<file path="src/rtl/axis_ctrl_rr_arbiter_pkg.sv">
// Shared types and the round-robin pick function for the AXIS-Ctrl arbiter.
// The same rr_next() is used by the RTL and by the reference model in the bench.
package PkgAxisCtrlArb;

    localparam int AXIS_CTRL_WIDTH = 32;
    localparam int MAX_PORTS       = 16;
    localparam int MAX_IDX_W       = 4;

    typedef enum logic [0:0] {
        S_ARB,
        S_PASS
    } arb_state_e;

    // Scans ptr+1, ptr+2, ... modulo num_ports and returns the first requester.
    // With no request the pointer itself comes back, so callers gate on |req.
    function automatic logic [MAX_IDX_W-1:0] rr_next(
        input logic [MAX_PORTS-1:0] req,
        input logic [MAX_IDX_W-1:0] ptr,
        input int                   num_ports
    );
        logic [MAX_IDX_W-1:0] winner;
        logic [MAX_IDX_W-1:0] idx_b;
        logic                 found;
        int                   idx;
        winner = ptr;
        found  = 1'b0;
        for (int k = 1; k <= MAX_PORTS; k++) begin
            idx   = (int'(ptr) + k) % num_ports;
            idx_b = MAX_IDX_W'(idx);
            if (!found && (k <= num_ports) && req[idx_b]) begin
                winner = idx_b;
                found  = 1'b1;
            end
        end
        return winner;
    endfunction

endpackage

</file>
<file path="src/rtl/axis_ctrl_rr_arbiter_skid.sv">
// Two-entry skid register: output driven straight from flops, and in_ready_o
// depends only on occupancy so no combinational ready path crosses it.
module axis_ctrl_skid_reg #(
    parameter int DW = 33
) (
    input  logic          clk_i,
    input  logic          rst_i,
    input  logic          in_valid_i,
    input  logic [DW-1:0] in_data_i,
    output logic          in_ready_o,
    output logic          out_valid_o,
    output logic [DW-1:0] out_data_o,
    input  logic          out_ready_i,
    output logic [1:0]    occupancy_o
);

    logic          out_valid_q, skid_valid_q;
    logic [DW-1:0] out_data_q, skid_data_q;
    logic          push, pop;

    assign in_ready_o  = !skid_valid_q;
    assign push        = in_valid_i && in_ready_o;
    assign pop         = out_valid_q && out_ready_i;
    assign out_valid_o = out_valid_q;
    assign out_data_o  = out_data_q;
    assign occupancy_o = {1'b0, out_valid_q} + {1'b0, skid_valid_q};

    // NOTE: sequential state uses non-blocking assignments only, so every flop
    // samples the pre-edge value of its neighbours regardless of statement order.
    always_ff @(posedge clk_i) begin
        if (rst_i) begin
            out_valid_q  <= 1'b0;
            skid_valid_q <= 1'b0;
            out_data_q   <= '0;
        end else if (pop) begin
            // A full skid blocks push, so draining it never races an incoming beat.
            if (skid_valid_q) begin
                out_data_q   <= skid_data_q;
                skid_valid_q <= 1'b0;
            end else if (push) begin
                out_data_q <= in_data_i;
            end else begin
                out_valid_q <= 1'b0;
            end
        end else if (push) begin
            if (!out_valid_q) begin
                out_data_q  <= in_data_i;
                out_valid_q <= 1'b1;
            end else begin
                skid_data_q  <= in_data_i;
                skid_valid_q <= 1'b1;
            end
        end
    end

    // NOTE: skid_data_q is never observed while skid_valid_q is low, so it is
    // left out of reset; out_data_q is reset because it drives a visible port.

endmodule

</file>
<file path="src/rtl/axis_ctrl_rr_arbiter.sv">
// Packet-atomic round-robin merge of NUM_PORTS AXIS-Ctrl streams onto one master.
// One arbitration cycle between packets; a 2-entry skid register isolates the output.
module axis_ctrl_rr_arbiter
    import PkgAxisCtrlArb::*;
#(
    parameter int NUM_PORTS = 4,
    parameter int WIDTH     = AXIS_CTRL_WIDTH
) (
    input  logic                         ctrl_clk,
    input  logic                         ctrl_rst,
    input  logic [NUM_PORTS*WIDTH-1:0]   s_axis_tdata,
    input  logic [NUM_PORTS-1:0]         s_axis_tlast,
    input  logic [NUM_PORTS-1:0]         s_axis_tvalid,
    output logic [NUM_PORTS-1:0]         s_axis_tready,
    output logic [WIDTH-1:0]             m_axis_tdata,
    output logic                         m_axis_tlast,
    output logic                         m_axis_tvalid,
    input  logic                         m_axis_tready,
    output logic [$clog2(NUM_PORTS)-1:0] grant_idx,
    output logic                         busy
);

    localparam int IDX_W = $clog2(NUM_PORTS);

    arb_state_e           state_q, state_d;
    logic [IDX_W-1:0]     prio_ptr_q, prio_ptr_d;
    logic [IDX_W-1:0]     grant_q, grant_d;
    logic [MAX_PORTS-1:0] req_ext;
    logic [MAX_IDX_W-1:0] rr_winner;
    logic [WIDTH-1:0]     lane_data [NUM_PORTS];
    logic                 out_ready;
    logic                 pass_valid;
    logic [WIDTH:0]       skid_out;
    logic [1:0]           skid_occ;

    always_comb begin
        req_ext                  = '0;
        req_ext[NUM_PORTS-1:0]   = s_axis_tvalid;
        rr_winner                = rr_next(req_ext, MAX_IDX_W'(prio_ptr_q), NUM_PORTS);
        for (int i = 0; i < NUM_PORTS; i++) begin
            lane_data[i] = s_axis_tdata[i*WIDTH +: WIDTH];
        end
    end

    // NOTE: every output of this block gets a default before the case, so no
    // path leaves a signal unassigned and no latch is inferred.
    always_comb begin
        state_d       = state_q;
        prio_ptr_d    = prio_ptr_q;
        grant_d       = grant_q;
        s_axis_tready = '0;
        pass_valid    = 1'b0;
        unique case (state_q)
            S_ARB: begin
                if (|s_axis_tvalid) begin
                    grant_d = IDX_W'(rr_winner);
                    state_d = S_PASS;
                end
            end
            S_PASS: begin
                s_axis_tready[grant_q] = out_ready;
                pass_valid             = s_axis_tvalid[grant_q];
                if (pass_valid && out_ready && s_axis_tlast[grant_q]) begin
                    prio_ptr_d = grant_q;
                    state_d    = S_ARB;
                end
            end
            default: state_d = S_ARB;
        endcase
    end

    always_ff @(posedge ctrl_clk) begin
        if (ctrl_rst) begin
            state_q    <= S_ARB;
            prio_ptr_q <= IDX_W'(NUM_PORTS - 1);
            grant_q    <= '0;
        end else begin
            state_q    <= state_d;
            prio_ptr_q <= prio_ptr_d;
            grant_q    <= grant_d;
        end
    end

    axis_ctrl_skid_reg #(
        .DW(WIDTH + 1)
    ) u_skid (
        .clk_i       (ctrl_clk),
        .rst_i       (ctrl_rst),
        .in_valid_i  (pass_valid),
        .in_data_i   ({s_axis_tlast[grant_q], lane_data[grant_q]}),
        .in_ready_o  (out_ready),
        .out_valid_o (m_axis_tvalid),
        .out_data_o  (skid_out),
        .out_ready_i (m_axis_tready),
        .occupancy_o (skid_occ)
    );

    assign m_axis_tdata = skid_out[WIDTH-1:0];
    assign m_axis_tlast = skid_out[WIDTH];
    assign grant_idx    = grant_q;
    assign busy         = (state_q == S_PASS) || (skid_occ != 2'd0);

endmodule

</file>
<file path="config.mk">
export PLATFORM = sky130hd
export DESIGN_NAME = axis_ctrl_rr_arbiter
export DESIGN_NICKNAME = d
export VERILOG_FILES = /design/src/rtl/axis_ctrl_rr_arbiter_pkg.sv /design/src/rtl/axis_ctrl_rr_arbiter_skid.sv /design/src/rtl/axis_ctrl_rr_arbiter.sv
export SDC_FILE = /design/constraint.sdc
export NUM_CORES = 1
export LEC_CHECK = 0
export ABC_AREA = 1
export CORE_MARGIN = 10
export CORE_UTILIZATION = 47
export CTS_CLUSTER_DIAMETER = 80
export DETAILED_ROUTE_END_ITERATION = 10
export GPL_TIMING_DRIVEN = 0
export PLACE_DENSITY = 0.83
export SYNTH_ARGS = -nofsm -noshare
export SYNTH_HDL_FRONTEND = slang
export SYNTH_HIERARCHICAL = 1
export SYNTH_SLANG_ARGS = --single-unit
</file>
<file path="constraint.sdc">
create_clock -name ctrl_clk -period 6.4 [get_ports ctrl_clk]
set_clock_uncertainty 0.2 [all_clocks]
set_input_delay 1.28 -clock ctrl_clk [delete_from_list [all_inputs] [get_ports ctrl_clk]]
set_output_delay 1.28 -clock ctrl_clk [all_outputs]
set_load 0.02 [all_outputs]
</file>
# Yosys cells after proc, flatten, opt, wreduce, memory -nomap -nowiden
# Index checks and enable logic that the tools add are counted.
# W data, S select, Z words.
# totals
regBits	73
inputBits	139
output_inout_bits	41
wordCells	97
# classes
n_addsub	5
magnitude_cmp	7
eq_ne	3
n_mux	38
bitwise	9
n_reduce_logical	28
# ops
op	count
$mux W33	5
$bmux W32 S2	1
$mux W32	2
$lt A4 B5 Y1 const B	4
$mux W1	17
$bmux W1 S3	4
$reduce_or A2 Y1	5
$logic_and A1 B1 Y1	8
$mux W2	4
$ne A2 B2 Y1 const B	3
$reduce_and A2 Y1	3
$reduce_and A3 Y1	2
$reduce_bool A2 Y1	3
$add A2 B1 Y2 const B	2
$add A2 B2 Y2 const B	2
$and A1 B1 Y1 const A	4
$and A4 B4 Y4	1
$bmux W1 S2	2
$logic_not A1 Y1	4
$mux W4	1
$reduce_and A4 Y1	1
$reduce_or A4 Y1	1
$ge A3 B3 Y1 const B	1
$lt A2 B3 Y1 const B	1
other kinds (7)	9

# Logic depth before layout (Yosys ltp)
# Gate-level depths: netlist of the first run.
# depth
word_depth	15
ltp_mapped	14

# By module
# The synthesis of the first run kept the hierarchy.
# by_module_without_submodules
module	instances	cells_each	area_per_inst_um2	seq_area_each_um2
axis_ctrl_skid_reg	1	402	3069.2	1691.6
axis_ctrl_rr_arbiter	1	246	1390.1	100.1

# Worst setup path before layout of the first run
# Ideal clock, no wire load.
# synth_timing
path_kind	input to register
start	input port s_axis_tvalid[3]
end	register u_skid.skid_data_q[0] (enable)
setup_time_ns	0.423
t_arrival_ns	3.170
t_required_ns	5.777
slack_ns	2.607
stages	4
n_path_buf	0
path_cell_list	nand3_1 > a41oi_2 > nand3_1 > nor2_1
# synth_via
elab_chain_cells	5
# synth_rtl
element	line_no	rtl
start: declaration	axis_ctrl_rr_arbiter.sv:13	input logic [NUM_PORTS-1:0] s_axis_tvalid,
$bmux W1 S2	axis_ctrl_rr_arbiter.sv:62	pass_valid = s_axis_tvalid[grant_q];
$mux W1 (implied by the code)	axis_ctrl_rr_arbiter.sv:62	
$mux W1	axis_ctrl_rr_arbiter.sv:53	unique case (state_q)
via pass_valid	axis_ctrl_rr_arbiter.sv:32	logic pass_valid;
$logic_and A1 B1 Y1	axis_ctrl_rr_arbiter_skid.sv:22	assign push = in_valid_i && in_ready_o;
$reduce_and A4 Y1 (no line)	--	
end signal: assignment	axis_ctrl_rr_arbiter_skid.sv:50	skid_data_q <= in_data_i;
end: declaration	axis_ctrl_rr_arbiter_skid.sv:18	logic [DW-1:0] out_data_q, skid_data_q;
# The timed path passes the listed nets, and every way through them passes these cells. The select of a mux whose other input is x is not followed.
# A chain may end at the register's enable or synchronous reset.

# Final worst setup path of the first run
# layout_timing
start	register grant_q[0], in the netlist grant_idx[0]
end	output port s_axis_tready[0]
# layout_via
elab_chain_cells	6
word_cells_on_any_way	7
cone_classes	order compare: 2; mux: 3; bitwise: 1; reduce/logical: 1
# layout_rtl
element	line_no	rtl
start: declaration	axis_ctrl_rr_arbiter.sv:27	logic [IDX_W-1:0] grant_q, grant_d;
start signal: assignment	axis_ctrl_rr_arbiter.sv:80	grant_q <= grant_d;
$lt A2 B3 Y1 (implied by the code) or $ge A2 B1 Y1 (tied branches)	axis_ctrl_rr_arbiter.sv:61	s_axis_tready[grant_q] = out_ready;
$logic_and A1 B1 Y1 (implied by the code)	axis_ctrl_rr_arbiter.sv:61	
$mux W1 (implied by the code)	axis_ctrl_rr_arbiter.sv:61	
$demux W1 S2 (*)	axis_ctrl_rr_arbiter.sv:61	
$and A4 B4 Y4 (no line) (*)	--	
$mux W4 (*)	axis_ctrl_rr_arbiter.sv:53	
end: declaration	axis_ctrl_rr_arbiter.sv:14	output logic [NUM_PORTS-1:0] s_axis_tready,
# Mark *: on every way between the ends. The rest lies on a longest branch, timed or not.

==> metrics.txt, run 1 <==
Synth Instances=648; critical path peak fanout=10; routed wire length=16.11 mm; area taken by multi-input logic gates=2118 um^2; setup_tns=0 ps; worst path arrival time=2100 ps; GRT overflow=0; post-synthesis compound-gate area fraction=7.211%; Synth Cell Area=4459 um^2; DR iter-0 viols=414; Final Critical Period=3578 ps; commonest non-fill, non-tap cell in the layout=clkdlybuf4s50_1; Num CTS Buffers=9; top cells by area, synth=edfxtp_1, dfxtp_1, nand3_1, nand2_1, nor2_1; Worst EP required=4920 ps; Clk pin slew, worst setup/hold paths=80 ps; post-synthesis net count=789; proportion of synthesized area in mux cells=0%; FF+latch count, synth=73; final instance area=6595 um^2; Core Box Area=9240 um^2; area leader, netlist=edfxtp_1; TritonCTS clock tree=yes; # nets final=979; Final setup viols=0; Post-Synth Simple-Gate Area=39.56%; number of I/O pins=180; Starting Density=48.26%; Fmax achieved=0.2795 GHz; Hold Path Depth=4; Reg area=1792 um^2; post-CTS setup buffers=0; HP Start=u_skid/out_data_o[16]$_SDFFE_PP0P_; fraction of layout cells with a size suffix above 1=7.355%; First-pass DRT Iterations=5; Placer Congestion=0.8746; period utilisation layout=55.91%; Clock Tree Buf Depth=2; Hold Path End=u_skid/out_data_o[16]$_SDFFE_PP0P_; Worst-Skew Late Latency=350 ps; cts hold-fix bufs=0; synth unique cells=33; actual slew at the worst max-slew pin=950.6 ps; critical path type=reg2out; # fillers=763; YS warnings=6; die width=117.4 um; status=completed; initial antenna violation count=0; Post-Synth XOR/XNOR Area=0%; # rows=35; Slew HR=36.48%; sequential area share after synthesis=40.18%; adder-cell share of the synthesized area=0.5612%; Pleak=0.002954 uW; most frequent cells in the layout=clkdlybuf4s50_1, nand2_1, nand3_1, nor2_1, inv_1; number of global-route vias before repair=4983; maximum vdd ir drop=0.1475 mV; PortBufs=179; reg2reg start=grant_idx[0]$_SDFFE_PP0P_; Crit. End Element=output port; Critical Path Source Type=flip-flop; largest family of logic cells by synthesized area=simple AND/OR/NAND/NOR gates; pwr dens=250.9 nW/um^2; Routed Antenna Nets=0; unrepaired setup endpoints after global routing=false; post-synth top area share=22.22%; dpl cell area=6420 um^2; max-cap check violation count=0; H-tree depth=3; FF-to-FF path depth=6; Hold Path Class=reg2reg; syn_area_per_cell=6.882 um^2; max-slew violations=0; Clock Sink Count=73; WL/cell=16.57 um; RR Endpoint=u_skid/skid_data_q[17]$_DFFE_PP_; largest net degree at the start of global routing=34; drt drc=0; Antenna Cells=0; via count=5092; die area=13780 um^2; Avg Vias per Cell=5.239; die height=117.4 um; setup slack, reg-to-reg=3800 ps; GRT Util Overall=21.80%; first-pass GRT wire length=24.90 mm; root buf cell=clkbuf_8; endpoints failing hold=0; area grow syn2layout=47.90%; DP Wirelength=12.60 mm; CTS resizes=0
==> final cells by class <==
cell class                      instances  area share (%)
Timing Repair Buffer                  179           27.17
Sequential cell                        73           27.17
Buffer                                 41           3.510
Clock buffer                           13           2.428
Multi-Input combinational cell        450           32.12
Inverter                               84           4.933
Tap cell                              129           2.447
Clock inverter                          3          0.2277
==> registers in the layout (all words and copies together) (netlist names) <==
signal,flops
u_skid/skid_data_q,33
prio_ptr_q,2
u_skid/out_valid_o,1
grant_idx,2
u_skid/skid_valid_q,1
u_skid/out_data_o,33
state_q,1
==> logic make-up (layout without fill, tap and decap cells) <==
kind of cell / Yosys count / in the layout
AO/OA/AOI/OAI: 44 / 44
adder cells (fa/ha/maj): 2 / 2
buffers and inverters: 125 / 320
flip-flops: 73 / 73
AND/OR/NAND/NOR: 404 / 404
==> worst max-delay path by stage <==
stage	startpoint	to	slack, ps	cells after the start
finish	grant_idx[0]$_SDFFE_PP0P_	s_axis_tready[0]	2820	6
CTS	grant_idx[0]$_SDFFE_PP0P_	s_axis_tready[0]	2860	6
global route	grant_idx[0]$_SDFFE_PP0P_	s_axis_tready[0]	2720	6
floorplan	s_axis_tvalid[3]	u_skid/skid_data_q[0]$_DFFE_PP_	2610	4
global placement	s_axis_tvalid[3]	u_skid/skid_data_q[25]$_DFFE_PP_	1370	5
detailed placement	s_axis_tvalid[3]	u_skid/skid_data_q[29]$_DFFE_PP_	2590	5
==> metal layers <==
layer  up-vias  GRT usage [%]  wire length (um)
li1       2473              -                 -
met1      2336          23.13              5922
met2       250          39.16              8241
met3        33          6.091              1441
met4         0          9.624               503
met5         -              0                 0
==> power breakdown <==
part	internal (uW)	switching, uW	total, uW
registers	550	23.8	574
logic	303	441	744
clock network	163	174	337
==> synth_stat cells (all sizes together) <==
cell type,instances
nand2,150
nand3,136
nor2,113
inv,83
dfxtp,40
edfxtp,33
a22oi,31
buf,27
clkbuf,14
a21oi,6
o21ai,3
a41oi,2
ha,2
nand4,2
o211ai,2
and3,1
clkinv,1
nor3,1
nor4,1
==> critical path: stages (launching register included) <==
cell and delay (ps):
dfxtp_1 330, buf_6 160, nor2_8 190, buf_2 250, inv_1 70, nor2_1 130
clkdlybuf4s50_1 630
==> stage by stage <==
| stage | setup slack, ps | utilization [%] | cells | hold WS [ps] | power, uW |
|---|---|---|---|---|---|
| after floorplan | 2607 | - | 648 | 312.5 | 1022 |
| after global placement | 1370 | 69.40 | 956 | 301.2 | 1296 |
| after detailed placement | 2586 | 69.48 | 956 | 306.6 | 1318 |
| after CTS | 2856 | 71.37 | 972 | 320.3 | 1647 |
| after global routing | 2721 | 71.37 | 972 | 348.4 | 1744 |
| final | 2822 | 71.37 | 972 | 321.6 | 1655 |
No activity file was read; power rests on OpenSTA's default activity.
==> run 2, diff against run 1 <==
CORE_UTILIZATION = 44   (was 47)
PLACE_DENSITY = 0.78   (was 0.83)
clock period = 3.6 ns   (was 6.4 ns; I/O delays follow)
==> run 2 against run 1 <==
Effect of this change: sequential power increased by 78%; via count shrank 2.9%; combinational power increased by 77%; critical endpoint unchanged; largest power group unchanged; non-clock buffer count stayed put; largest cell class unchanged; hold slack worse by 4.1 ps; worst setup slack got worse by 2200 ps; wire length fell by 0.73%; critical path depth unchanged; flip-flop and latch count did not move; final cell count rose by 0.41%; clock power is 120% higher; highest routed layer unchanged.
==> metrics.txt, run 2 (same netlist as run 1, synthesis figures left out) <==
GRT overflow=0; routed wl met2=8.095 mm; Reg area=1792 um^2; TritonCTS clock tree=yes; Worst EP required=2680 ps; Core Box Area=9819 um^2; critical path's slowest cell=clkdlybuf4s50_1; Critical Path Source Type=flip-flop; Worst Setup SP=grant_idx[0]$_SDFFE_PP0P_; DR iter-0 viols=415; Hold Path Class=reg2reg; worst path arrival time=2040 ps; metal3 WL=1.197 mm; initial antenna violation count=0; Hold Path Depth=4; period utilisation layout=82.19%; GRT Util Overall=21.24%; Crit. End Element=output port; Final Critical Period=2959 ps; pwr dens=463.4 nW/um^2; Gate power share=42.9%; Reg power frac=33.0%; # fillers=882; crit path cell chain=buf_6 -> nor2_8 -> buf_2 -> inv_1 -> nor2_1 -> clkdlybuf4s50_1; commonest non-fill, non-tap cell in the layout=clkdlybuf4s50_1; internal power=1950 uW; # rows=36; Clock Sink Count=73; Met1 Wirelength=6.292 mm; cell family with most CP delay=buffers and inverters; area taken by multi-input logic gates=2118 um^2; most frequent cells in the layout=clkdlybuf4s50_1, nand2_1, nand3_1, nor2_1, inv_1; die area=14560 um^2; number of I/O pins=180; max-cap check violation count=0; dpl cell area=6425 um^2; CTS resizes=0; Slew HR=34.76%; Psw=1134 uW; critical path type=reg2out; WP buf/inv=4; Final setup viols=0; setup slack, reg-to-reg=1000 ps; Sw Share=36.78%; Final Power=3084 uW; endpoints failing hold=0; maximum vdd ir drop=0.2650 mV; post-CTS setup buffers=0; DP Wirelength=12.48 mm; cts hold-fix bufs=0; status=completed; Top Layer Used=met4; First-pass DRT Iterations=5; Clock Tree Buf Depth=2; CP Capture Point=s_axis_tready[0]; number of global-route vias before repair=4960; first-pass GRT wire length=24.97 mm; actual slew at the worst max-slew pin=976.3 ps; die width=120.7 um; slowest stage delay, CP=630 ps; clock power share=24.1%; max-slew violations=0; area grow syn2layout=49.24%; Placer Congestion=0.8701; fraction of layout cells with a size suffix above 1=7.473%; Num CTS Buffers=9; Worst-Skew Late Latency=340 ps; WL/cell=16.38 um; FF-to-FF path depth=6; drt drc=0; critical path peak fanout=10; # nets final=979; RR Endpoint=u_skid/skid_data_q[13]$_DFFE_PP_; routed wire length=15.99 mm; unrepaired setup endpoints after global routing=false; H-tree depth=3; final instance area=6655 um^2; via count=4944; Levels on crit path=6; Starting Density=45.41%; Fmax achieved=0.3380 GHz; Avg Vias per Cell=5.066; PortBufs=179; die height=120.7 um; largest net degree at the start of global routing=34; Antenna Cells=0; Clk pin slew, worst setup/hold paths=70 ps; root buf cell=clkbuf_8; Pleak=0.002978 uW; reg2reg start=grant_idx[0]$_SDFFE_PP0P_; Routed Antenna Nets=0
-- run 2: worst min path at each step --
stage	from	to	slack [ps]
CTS	u_skid/out_data_o[14]$_SDFFE_PP0P_	u_skid/out_data_o[14]$_SDFFE_PP0P_	320
finish	u_skid/out_data_o[17]$_SDFFE_PP0P_	u_skid/out_data_o[17]$_SDFFE_PP0P_	320
global placement	u_skid/out_data_o[27]$_SDFFE_PP0P_	u_skid/out_data_o[27]$_SDFFE_PP0P_	310
global route	u_skid/out_data_o[4]$_SDFFE_PP0P_	u_skid/out_data_o[4]$_SDFFE_PP0P_	350
detailed placement	u_skid/out_data_o[14]$_SDFFE_PP0P_	u_skid/out_data_o[14]$_SDFFE_PP0P_	310
floorplan	prio_ptr_q[1]$_SDFFE_PP1P_	prio_ptr_q[1]$_SDFFE_PP1P_	310
-- run 2: metrics by stage --
step                      worst slack [ps]  util (%)  TNS, ps  hold slack (ps)  instances
after floorplan                      366.6         -        0            312.5        648
after global placement              -931.3     65.35   -30690            305.2        960
after detailed placement             328.9     65.43        0            307.1        960
after CTS                            631.7     67.78        0            320.8        976
after global routing                 548.4     67.78        0            352.4        976
final                                641.1     67.78        0            317.5        976
-- run 2: tightest hold or removal path: cells and delay by family, from the launching register on --
| kind | cells | cell delay, ps |
|---|---|---|
| buffers and inverters | 1 | 40 |
| DFF | 1 | 310 |
| and+or+nand+nor | 3 | 130 |
-- run 2: metal layers --
metal / global-route usage (%) / up-vias
li1: - / 2471
met1: 24.13 / 2223
met2: 37.38 / 218
met3: 5.026 / 32
met4: 8.673 / 0
met5: 0 / -
-- run 2: power by group through the flow --
stage	Sequential [uW]	Clock, uW	Combinational (uW)
after CTS	1020	751	1320
after floorplan	1100	0	713
final	1020	742	1320
after detailed placement	1040	0	1310
after global routing	1030	791	1450
after global placement	1040	0	1280
-- run 2: final cells by class --
cell class                      count  share of cell area (%)
Sequential cell                    73                   26.92
Buffer                             41                   3.478
Multi-Input combinational cell    450                   31.83
Inverter                           84                   4.888
Clock inverter                      4                   1.109
Tap cell                          133                   2.500
Timing Repair Buffer              179                   26.92
Clock buffer                       12                   2.350
==> run 3, diff against run 2 <==
CORE_UTILIZATION = 40   (was 44)
PLACE_DENSITY = 0.75   (was 0.78)
clock period = 2.6 ns   (was 3.6 ns; I/O delays follow)
==> run 3 against run 2 <==
Effect of this change: register-to-register slack worse by 930 ps; clock power grew 46%; via count increased by 2.7%; highest routed layer unchanged; worst setup slack worse by 590 ps.
==> metrics.txt, run 3 (same netlist as run 1, synthesis figures left out) <==
Routed Antenna Nets=0; max-slew violations=0; crit path cell chain=clkdlybuf4s50_1 -> nand3_1 -> a41oi_4 -> nand2_1 -> ha_1 -> nor2_4 -> buf_2 -> nand3_1 -> nor2_1 -> nor2_1; cts hold-fix bufs=0; most frequent cells in the layout=clkdlybuf4s50_1, nand2_1, nand3_1, nor2_1, inv_1; # rows=38; Clock Sink Count=73; Worst EP required=2640 ps; Final setup viols=0; number of global-route vias before repair=5076; WP buf/inv=2; pwr dens=650.2 nW/um^2; routed wire length=16.88 mm; via count=5077; DR iter-0 viols=333; reg2reg start=grant_idx[0]$_SDFFE_PP0P_; Met1 Wirelength=6.856 mm; Fmax achieved=0.3927 GHz; GRT Util Overall=20.59%; setup_tns=0 ps; maximum vdd ir drop=0.3878 mV; # nets final=984; Critical Path Source Type=input pin; Num CTS Buffers=9; critical path peak fanout=10; GRT overflow=0; cell family with most CP delay=buffers and inverters; largest net degree at the start of global routing=18; Worst-Skew Late Latency=340 ps; critical path type=in2reg; critical path's slowest cell=clkdlybuf4s50_1; PnR worst setup slack=53.64 ps; Slew HR=42.96%; Core Box Area=10890 um^2; WL/cell=17.06 um; unrepaired setup endpoints after global routing=true; fraction of layout cells with a size suffix above 1=8.255%; H-tree depth=3; Starting Density=40.96%; PortBufs=179; die area=15770 um^2; HP Start=u_skid/out_data_o[0]$_SDFFE_PP0P_; actual slew at the worst max-slew pin=855.6 ps; die width=125.6 um; first-pass GRT wire length=26.48 mm; pre-CTS setup slack=-520.5 ps; Clk pin slew, worst setup/hold paths=80 ps; Hold Path Class=reg2reg; Final Critical Period=2546 ps; Pleak=0.003019 uW; routed wl met2=7.947 mm; metal3 WL=1.505 mm; Worst Setup SP=s_axis_tvalid[2]; Placer Congestion=0.9062; die height=125.6 um; DP Wirelength=12.91 mm; status=completed; period utilisation layout=97.94%; cell total after placement=967; root buf cell=clkbuf_8; drt drc=0; First-pass DRT Iterations=5; initial antenna violation count=1; Layout Cells excl Fill=989; worst path arrival time=2590 ps; TritonCTS clock tree=yes; commonest non-fill, non-tap cell in the layout=clkdlybuf4s50_1; Clock Tree Buf Depth=2; endpoints failing hold=0; # fillers=1009; max-cap check violation count=0; area grow syn2layout=51.32%; Avg Vias per Cell=5.133; Top Layer Used=met4; number of I/O pins=180; Crit. End Element=flip-flop; slowest stage delay, CP=530 ps
[run 3: worst paths after layout]
kind / to / slack, ps / depth (start not counted)
hold reg to reg: u_skid/out_data_o[0]$_SDFFE_PP0P_ / 310 / 4
setup reg to reg: u_skid/out_data_o[14]$_SDFFE_PP0P_ / 70 / 12
setup / recovery: u_skid/out_data_o[14]$_SDFFE_PP0P_ / 50 / 10
hold / removal: u_skid/out_data_o[0]$_SDFFE_PP0P_ / 310 / 4
[run 3: final cells by class]
class                   count  area [um^2]  area share [%]
well taps                 140        175.2           2.596
multi-input cells         451         2146           31.80
clock inverters             3        68.82           1.020
plain buffers              41        236.5           3.505
clock buffers              13        180.2           2.670
inverters                  84        325.3           4.821
flip-flops and latches     73         1793           26.57
diodes                      1        2.502         0.03709
repair buffers            183         1821           26.98
[run 3: metal layers]
layer	up-vias	GRT usage, %
met3	40	5.915
li1	2484	-
met1	2301	23.88
met5	-	0
met2	252	33.92
met4	0	10.30
[run 3: timing repair]
action,4_1_cts,5_1_grt
pin swaps,0,2
setup endpoints to repair,34,65
setup buffers,0,4
gates cloned,1,0
gates resized for setup,2,6
[run 3: where the power goes]
| group | leakage [uW] | switching [uW] | internal [uW] |
|---|---|---|---|
| combinational | 0.00227 | 1130 | 763 |
| sequential | 0.000624 | 61.4 | 1360 |
| clock | 0.000125 | 427 | 654 |
| total | 0.00302 | 1620 | 2770 |
[run 3: metrics by stage]
stage | util, % | instance area (um^2) | power (uW) | hold slack [ps]
after CTS | 61.47 | 6693 | 4363 | 316.7
after detailed placement | 59.09 | 6434 | 3284 | 304.4
final | 61.97 | 6748 | 4387 | 312.9
after global placement | 59.09 | 6434 | 3239 | 302.5
after global routing | 61.97 | 6748 | 4644 | 353.0
after floorplan | - | 4467 | 2518 | 312.5
[run 3: worst register-to-register path, cell delays in order (launching register included)]
cell and delay [ps]:
dfxtp_1 380, buf_6 190, nand2_4 70, inv_4 90, nand2_1 100, a41oi_4 290, nand2_1 90, ha_1 210
nor2_4 210, buf_2 260, nand3_1 100, nor2_1 170, nor2_1 70
